`src/rtl/rr_grant_arbiter8_if.sv`:
```
// ---------------------------------------------------------------------------
// rr_grant_arbiter8_if
//   Request/grant bundle between a set of requesters and rr_grant_arbiter8.
//   Ports (all logic):
//     req          N   level-sensitive request lines, one per requester
//     done         1   owner releases its grant (single-cycle pulse)
//     grant        N   registered one-hot grant, or all zero
//     grant_valid  1   equals |grant
//     timeout      1   one-cycle pulse when a grant is force-released
//   Modports:
//     master  requester side (drives req/done, observes grant)
//     slave   arbiter side (observes req/done, drives grant)
// ---------------------------------------------------------------------------
interface rr_grant_arbiter8_if #(
   parameter int N = 8
);
   logic [N-1:0] req;
   logic         done;
   logic [N-1:0] grant;
   logic         grant_valid;
   logic         timeout;

   modport master (
      output req, done,
      input  grant, grant_valid, timeout
   );

   modport slave (
      input  req, done,
      output grant, grant_valid, timeout
   );
endinterface

```
`src/rtl/rr_grant_arbiter8.sv`:
```
// ---------------------------------------------------------------------------
// rr_grant_arbiter8
//   Round-robin arbiter for up to 8 requesters. The registered one-hot grant
//   feeds an 8-to-3 encoder downstream, so grant is only ever one-hot or zero.
//   A grant is held until the owner pulses done, drops its request, or has
//   held it for MAX_HOLD cycles (timeout). Every release is followed by
//   GAP_CYCLES cycles of all-zero grant before a new owner is picked.
//   Parameters:
//     N           number of requesters, power of 2, 2..8
//     MAX_HOLD    cycles a grant may stay asserted before forced release (>=2)
//     GAP_CYCLES  zero-grant cycles after each release (>=1)
//   Ports:
//     clk   rising-edge clock
//     rst   synchronous reset, active-high, overrides every other input
//     bus   rr_grant_arbiter8_if.slave (req, done in; grant,
//           grant_valid, timeout out)
// ---------------------------------------------------------------------------
module rr_grant_arbiter8 #(
   parameter int N          = 8,
   parameter int MAX_HOLD   = 16,
   parameter int GAP_CYCLES = 1
) (
   input  logic                clk,
   input  logic                rst,
   rr_grant_arbiter8_if.slave  bus
);

   localparam int PW = $clog2(N);
   localparam int HW = $clog2(MAX_HOLD);
   localparam int GW = $clog2(GAP_CYCLES + 1);

   typedef enum logic [1:0] {
      IDLE = 2'd0,
      BUSY = 2'd1,
      GAP  = 2'd2
   } state_t;

   state_t        state,       state_nxt;
   logic [N-1:0]  grant_r,     grant_nxt;
   logic          valid_r,     valid_nxt;
   logic          timeout_r,   timeout_nxt;
   logic [PW-1:0] grant_idx,   idx_nxt;
   logic [PW-1:0] ptr,         ptr_nxt;
   logic [HW-1:0] hold_cnt,    hold_nxt;
   logic [GW-1:0] gap_cnt,     gap_nxt;

   // Round-robin search: first requester at or after ptr, wrapping at N.
   // PW-bit addition wraps for free because N is a power of 2.
   logic          found;
   logic [PW-1:0] pick_idx;
   logic [PW-1:0] cand;

   always_comb begin
      found    = 1'b0;
      pick_idx = '0;
      cand     = '0;
      for (int i = 0; i < N; i++) begin
         cand = ptr + PW'(i);
         if (!found && bus.req[cand]) begin
            found    = 1'b1;
            pick_idx = cand;
         end
      end
   end

   logic take;
   logic release_req;
   logic expire;

   // NOTE: every variable gets a default before the case so no path leaves
   // it unassigned; otherwise synthesis would infer a latch.
   always_comb begin
      state_nxt   = state;
      grant_nxt   = grant_r;
      valid_nxt   = valid_r;
      timeout_nxt = 1'b0;
      idx_nxt     = grant_idx;
      ptr_nxt     = ptr;
      hold_nxt    = hold_cnt;
      gap_nxt     = gap_cnt;
      take        = 1'b0;
      release_req = bus.done || !bus.req[grant_idx];
      expire      = (hold_cnt == HW'(MAX_HOLD - 1));

      case (state)
         IDLE: begin
            take = found;
         end

         BUSY: begin
            if (release_req || expire) begin
               state_nxt   = GAP;
               grant_nxt   = '0;
               valid_nxt   = 1'b0;
               ptr_nxt     = grant_idx + 1'b1;
               hold_nxt    = '0;
               gap_nxt     = GW'(GAP_CYCLES - 1);
               // An owner-initiated release on the last allowed cycle wins.
               timeout_nxt = !release_req;
            end else begin
               hold_nxt = hold_cnt + 1'b1;
            end
         end

         GAP: begin
            // The edge closing the last gap cycle already performs the IDLE
            // search, so grant is zero for exactly GAP_CYCLES cycles.
            if (gap_cnt == '0) begin
               if (found) take = 1'b1;
               else       state_nxt = IDLE;
            end else begin
               gap_nxt = gap_cnt - 1'b1;
            end
         end

         default: begin
            state_nxt = IDLE;
            grant_nxt = '0;
            valid_nxt = 1'b0;
         end
      endcase

      if (take) begin
         state_nxt = BUSY;
         grant_nxt = N'(1) << pick_idx;
         valid_nxt = 1'b1;
         idx_nxt   = pick_idx;
         hold_nxt  = '0;
      end
   end

   // NOTE: state registers use non-blocking assignments so every flop
   // samples the pre-edge value, independent of statement order.
   always_ff @(posedge clk) begin
      if (rst) begin
         state     <= IDLE;
         grant_r   <= '0;
         valid_r   <= 1'b0;
         timeout_r <= 1'b0;
         grant_idx <= '0;
         ptr       <= '0;
         hold_cnt  <= '0;
         gap_cnt   <= '0;
      end else begin
         state     <= state_nxt;
         grant_r   <= grant_nxt;
         valid_r   <= valid_nxt;
         timeout_r <= timeout_nxt;
         grant_idx <= idx_nxt;
         ptr       <= ptr_nxt;
         hold_cnt  <= hold_nxt;
         gap_cnt   <= gap_nxt;
      end
   end

   assign bus.grant       = grant_r;
   assign bus.grant_valid = valid_r;
   assign bus.timeout     = timeout_r;

endmodule

```
`src/flat_wrapper.sv`:
```
// flat-port wrapper written by rule: the top's interface ports become plain ports
module rr_grant_arbiter8_flat 
#(
   parameter int N          = 8,
   parameter int MAX_HOLD   = 16,
   parameter int GAP_CYCLES = 1
)
  (clk, rst, bus_req, bus_done, bus_grant, bus_grant_valid, bus_timeout);
  rr_grant_arbiter8_if #(.N(N)) bus_i ();
  input  logic clk;
  input  logic rst;
  input wire logic [$bits(bus_i.req)-1:0] bus_req;
  input wire logic [$bits(bus_i.done)-1:0] bus_done;
  output wire logic [$bits(bus_i.grant)-1:0] bus_grant;
  output wire logic [$bits(bus_i.grant_valid)-1:0] bus_grant_valid;
  output wire logic [$bits(bus_i.timeout)-1:0] bus_timeout;
  assign bus_i.req = bus_req;
  assign bus_i.done = bus_done;
  assign bus_grant = bus_i.grant;
  assign bus_grant_valid = bus_i.grant_valid;
  assign bus_timeout = bus_i.timeout;
  rr_grant_arbiter8 #(.N(N), .MAX_HOLD(MAX_HOLD), .GAP_CYCLES(GAP_CYCLES)) u_core (.clk(clk), .rst(rst), .bus(bus_i));
endmodule
```
`config.mk`:
```
export PLATFORM = sky130hd
export DESIGN_NAME = rr_grant_arbiter8_flat
export DESIGN_NICKNAME = d
export VERILOG_FILES = /design/src/rtl/rr_grant_arbiter8_if.sv /design/src/rtl/rr_grant_arbiter8.sv /design/src/flat_wrapper.sv
export SDC_FILE = /design/constraint.sdc
export NUM_CORES = 1
export LEC_CHECK = 0
export BUFFER_PORTS_ARGS = -buffer_cell sky130_fd_sc_hd__clkbuf_2
export CAP_MARGIN = 20
export CORE_MARGIN = 5
export CORE_UTILIZATION = 55
export CTS_BUF_LIST = sky130_fd_sc_hd__clkbuf_4
export DETAILED_ROUTE_END_ITERATION = 6
export PLACE_DENSITY = 0.87
export SLEW_MARGIN = 20
export SYNTH_ARGS = -nofsm -noshare
export SYNTH_HDL_FRONTEND = slang
export SYNTH_SLANG_ARGS = --single-unit
export TNS_END_PERCENT = 5
```
`constraint.sdc`:
```
create_clock -name clk -period 4.19 [get_ports clk]
set_input_delay 0.838 -clock clk [delete_from_list [all_inputs] [get_ports clk]]
set_output_delay 0.838 -clock clk [all_outputs]
set_load 0.03 [all_outputs]
```
; ---- Yosys cells after proc, flatten, opt, wreduce, memory -nomap -nowiden
; Cells that the tools add are included.
[classes]
add_sub_neg = 10
magnitude_cmp = 9
n_eq_ne = 11
shift = 1
mux = 51
bitwise_logic = 3
reduce_logical = 28
[ops]
columns = operator, count
row1 = "less-than comparator 3 x 4 -> 1 bit, second input constant", 9
row2 = binary-select mux 1 bit (select 3 bit), 9
row3 = 2-to-1 mux 3 bit, 8
row4 = 2-to-1 mux 1 bit, 23
row5 = 2-to-1 mux 8 bit, 2
row6 = one-hot mux 8 bit (2 select lines), 1
row7 = "adder 3 bit, second input constant", 4
row8 = logical NOT 1 bit, 9
row9 = AND reduction 4 bit, 2
row10 = "left shift 1 x 3 -> 8 bit, first input constant", 1
row11 = logical AND 1 bit, 7
row12 = "adder 3 x 1 -> 3 bit, second input constant", 2
row13 = "adder 3 x 2 -> 3 bit, second input constant", 2
row14 = 2-to-1 mux 2 bit, 3
row15 = "inequality test 2 x 1 -> 1 bit, second input constant", 3
row16 = "inequality test 3 bit, second input constant", 2
row17 = one-hot mux 1 bit (2 select lines), 3
row18 = one-hot mux 2 bit (3 select lines), 1
row19 = AND reduction 2 bit, 3
row20 = "adder 4 x 1 -> 4 bit, second input constant", 1
row21 = "equality test 4 bit, second input constant", 1
row22 = 2-to-1 mux 4 bit, 1
row23 = "inequality test 2 bit, second input constant", 2
row24 = OR reduction 2 bit, 2
row25 = 9 further kinds, 12
[totals]
register_bits = 23
in_bits = 11
out_inout_bits = 10
elab_cells = 122

; ---- Logic depth before layout (Yosys ltp)
[logic_depth]
depth_word = 29
ltp_mapped = 15

; ---- Least setup slack after synthesis
; OpenSTA, ideal clock, no wires.
[synth_timing]
path_type = register to register
startpoint = register u_core.ptr[1]
endpoint = register u_core.grant_r[4] (netlist: u_core.bus.grant[4])
setup_time_ns = 0.117
t_arrival_ns = 3.321
slack_ns = 0.752
path_stages_with_launch = 13
synth_period_minus_slack_ns = 3.438
cell_sequence = dfxtp_1 buf_2 buf_1 inv_1 ha_1 buf_2 mux4_2 mux2_2 nand2_1 a2111oi_1 or3_4 o211a_1 a32o_1
[synth_between]
elab_chain_len = 29
word_cells_on_any_way = 61
cone_classes = add/sub: 7 / eq/ne: 2 / shift: 1 / mux: 36 / reduce/logical: 15
[synth_rtl]
columns = element, line_no
row1 = "start, declared", rr_grant_arbiter8.sv:43  ; logic [PW-1:0] ptr, ptr_nxt;
row2 = "start signal, assigned", rr_grant_arbiter8.sv:150  ; ptr <= ptr_nxt;
row3 = "parallel branches: the longest is 29 deep, another holds adder 3 x 1 -> 3 bit", --
row4 = "end signal, assigned", rr_grant_arbiter8.sv:146  ; grant_r <= grant_nxt;
row5 = "end, declared", rr_grant_arbiter8.sv:39  ; logic [N-1:0] grant_r, grant_nxt;
; Parallel ways; which one is timed is not known. The select of a mux whose other input is x is not followed.
; A chain may end at the register's enable or synchronous reset.

; ---- Worst setup path after layout
[layout_timing]
startpoint = register u_core.ptr[1]
endpoint = register u_core.grant_r[2] (netlist: u_core.bus.grant[2])
; The elaborated chain is that of the path after synthesis.

==> flow_metrics.py <==
metrics = {
    "run_status": {
        "outcome": "complete, no violations",
    },
    "synth": {
        "syn-num-nets": 209,
        "synth-edff-count": 0,
        "ys_seq_area_share_pct": 23.2,
        "async_flop_share_pct": 0,
        "synth.avg_cell_area_sq_um": 9.76,
        "synthDistinctLibCells": 54,
        "ys.flop_type": "dfxtp_1",
        "synth_area_sq_mm": 0.00189,
        "ys_ff_latch": 22,
        "yosysWarnings": 0,
        "syn_inst": 194,
    },
    "cells_and_area": {
        "syn_to_final_growth_pct": 9.18,
        "finish.instance_area_sq_mm": 0.00207,
        "multi_input_area_sq_mm": 0.00136,
        "antenna_cells": 0,
        "layout-drive-gt1-share_pct": 26.1,
        "fill_cells": 279,
        "fin_nets": 227,
        "seqCellArea_sq_um": 440,
    },
    "detailed_routing": {
        "maxUsedRoutingLayer": "met4",
        "antenna_left": 0,
        "drt_first_pass_iters": 4,
        "totalWireLength_um": 4390,
        "route.detailed.drc": 0,
        "drtIter0Drc": 152,
        "met2WireLength_um": 2140,
        "vias_per_cell": 6.58,
        "wl_met3_um": 287,
        "wl_per_cell_um": 17.1,
        "vias": 1692,
        "met1_length_um": 1910,
    },
    "floorplanning": {
        "initial_core_util_pct": 56.8,
        "die_h_um": 68.7,
        "core_sq_mm": 0.00334,
        "io_pins": 21,
        "dieArea_sq_mm": 0.00472,
        "die_w_um": 68.7,
        "rows": 21,
    },
    "clocking": {
        "cts-root-buf": "clkbuf_4",
        "ctsResizeCount": 0,
        "cts_hold_buf": 0,
        "cts_setup_buffers": 0,
        "cts.sinks": 22,
        "clk_pin_slew_ns": 0.12,
        "cts_tree": "built",
        "cts_buffer_depth": 2,
        "htreeDepth": 1,
        "clock_latency_ns": 0.31,
        "numCtsBuffers": 3,
    },
    "min_path": {
        "min_path_type": "reg2reg",
    },
    "critical_path": {
        "crit_slowest_cell": "a211oi_1",
        "crit_buf_inv": 1,
        "start_kind": "flip-flop",
        "slowest_delay_ns": 0.71,
        "critical-path-top-delay-family": "compound AO/OA/AOI/OAI gates",
        "worst_ep_arrival_time_ns": 3.58,
        "path_class": "reg2reg",
        "end_kind": "flip-flop",
        "worstPathRequired_ns": 4.41,
        "path_cells": "buf_4 > ha_1 > xor2_1 > mux2_4 > o21ai_0 > mux2i_1 > a211oi_1 > nor2_1 > a32o_1",
        "crit_fanout": 17,
    },
    "timing": {
        "rsz0062_at_grt": "false",
        "max_freq_ghz": 0.297,
        "report.final.slew_viol_count": 0,
        "hold_slack_ns": 0.469,
        "tightest_slew_ns": 0.811,
        "clock_skew_ns": 0.00936,
        "setup_viol": 0,
        "tns_ns": 0,
        "finalCriticalPeriod_ns": 3.36,
        "relSlewSlack_pct": 45.6,
        "hold_viol_final": 0,
        "fin_crit_sh_pct": 80.3,
    },
    "global_routing": {
        "grt_pass1_vias": 1536,
        "grt_util_all_layers_pct": 20.1,
        "overflow": 0,
        "grt_max_degree": 18,
        "grt_pass1_wl_um": 7270,
        "antenna_found_initial": 0,
    },
    "place": {
        "placed_area_sq_mm": 0.00202,
        "routabilityCongestion": 0.935,
        "portBuffers": 20,
        "hpwl_um": 3350,
    },
    "pwr": {
        "clock_power_share_pct": 16.7,
        "switchingPower_mw": 0.399,
        "p_sw_share_pct": 41.4,
        "p_leak_nw": 0.794,
        "seq_power_share_pct": 27.0,
        "power_frac_comb_pct": 56.2,
        "p_int_mw": 0.565,
        "ir_worst_vdd_mv": 0.322,
        "p_total_mw": 0.964,
        "powerDensity_mw_per_mm2": 466,
    },
    "job": {
        "maxCapViolations": 0,
    },
}
==> worst paths after layout <==
check	start	slack, ns	cells after the start	end
worst max-delay path	u_core.ptr[1]	0.83	9	u_core.bus.grant[2]
worst min register to register	u_core.bus.grant_valid	0.47	2	u_core.bus.grant_valid
worst min-delay path	u_core.bus.grant_valid	0.47	2	u_core.bus.grant_valid
worst max register to register	u_core.ptr[1]	0.83	9	u_core.bus.grant[2]
==> layout by cell type (no fill, tap or decap), types with 2 or more instances in the layout <==
| cell type | n |
|---|---|
| a22oi_1 | 2 |
| xor2_1 | 4 |
| and3_1 | 7 |
| clkbuf_4 | 3 |
| nand2b_1 | 4 |
| xnor2_1 | 2 |
| inv_1 | 8 |
| a221oi_1 | 3 |
| dfxtp_1 | 22 |
| nor2_1 | 14 |
| a21o_1 | 3 |
| buf_4 | 3 |
| mux4_2 | 16 |
| nand2_1 | 13 |
| a21oi_1 | 15 |
| a211oi_1 | 3 |
| ha_1 | 4 |
| a32o_1 | 9 |
| nor3_1 | 6 |
| mux2_2 | 3 |
| nor2b_1 | 4 |
| o21ai_0 | 6 |
| nand3_1 | 2 |
| mux2i_1 | 7 |
| clkbuf_2 | 20 |
==> power by group through the flow <==
stage | Clock, mW | Sequential (mW) | Combinational, mW
finish | 0.162 | 0.261 | 0.542
global route | 0.170 | 0.264 | 0.592
CTS | 0.164 | 0.260 | 0.537
detailed placement | 0 | 0.265 | 0.535
global placement | 0 | 0.264 | 0.523
floorplan | 0 | 0.286 | 0.408
==> per-stage QoR <==
stage | setup slack [ns] | instances | utilization (%)
2_1_floorplan | 0.752 | 194 | -
3_3_place_gp | 0.789 | 253 | 60.4
3_5_place_dp | 0.710 | 253 | 60.4
4_1_cts | 0.847 | 257 | 62.0
5_1_grt | 0.593 | 257 | 62.0
6_report | 0.826 | 257 | 62.0
==> layout make-up <==
| type | instances | share of cell area (%) |
|---|---|---|
| Sequential cell | 22 | 21.3 |
| Clock inverter | 1 | 1.45 |
| Multi-Input combinational cell | 153 | 65.8 |
| Timing Repair Buffer | 23 | 5.93 |
| Inverter | 9 | 1.63 |
| Clock buffer | 3 | 1.09 |
| Tap cell | 46 | 2.78 |
==> registers in the layout, indices dropped and copies added (netlist names) <==
| register | cells |
|---|---|
| u_core.bus.grant | 8 |
| u_core.hold_cnt | 4 |
| u_core.grant_idx | 3 |
| u_core.ptr | 3 |
| u_core.state | 2 |
| u_core.bus.grant_valid | 1 |
| u_core.bus.timeout | 1 |
==> logic make-up after synthesis <==
logic type / synth area share (%)
adder cells (fa/ha/maj): 2.64
AND/OR/NAND/NOR: 15.3
buffers and inverters: 4.89
XOR/XNOR: 2.77
AO/OA/AOI/OAI: 24.0
flip-flops: 23.2
multiplexers: 27.2
==> tightest hold or removal path: stages (launching register included) <==
cell and delay, ns:
dfxtp_1 0.33, nand2_1 0.05, a21oi_1 0.05
==> cells in the mapped netlist (2+ instances only) <==
| master | instances | area [sq um] |
|---|---|---|
| nor3_1 | 6 | 30.0 |
| nor2b_1 | 4 | 25.0 |
| xnor2_1 | 2 | 17.5 |
| mux4_2 | 16 | 360 |
| a21o_1 | 3 | 22.5 |
| ha_1 | 4 | 50.1 |
| buf_4 | 2 | 15.0 |
| nand2b_1 | 4 | 25.0 |
| a211oi_1 | 3 | 22.5 |
| xor2_1 | 4 | 35.0 |
| nand3_1 | 2 | 10.0 |
| and3_1 | 7 | 43.8 |
| mux2_2 | 3 | 33.8 |
| a22oi_1 | 2 | 15.0 |
| o21ai_0 | 6 | 30.0 |
| a21oi_1 | 15 | 75.1 |
| inv_1 | 8 | 30.0 |
| nor2_1 | 14 | 52.6 |
| dfxtp_1 | 22 | 440 |
| a32o_1 | 9 | 90.1 |
| buf_2 | 5 | 25.0 |
| nand2_1 | 13 | 48.8 |
| mux2i_1 | 7 | 70.1 |
| a221oi_1 | 3 | 26.3 |
==> layer usage <==
layer  up-vias  GRT usage (%)
met3         6           4.21
met1       822           27.4
met2        64           33.0
met4         0           3.72
met5         -              0
li1        800              -
No activity file was read; power rests on OpenSTA's default activity.
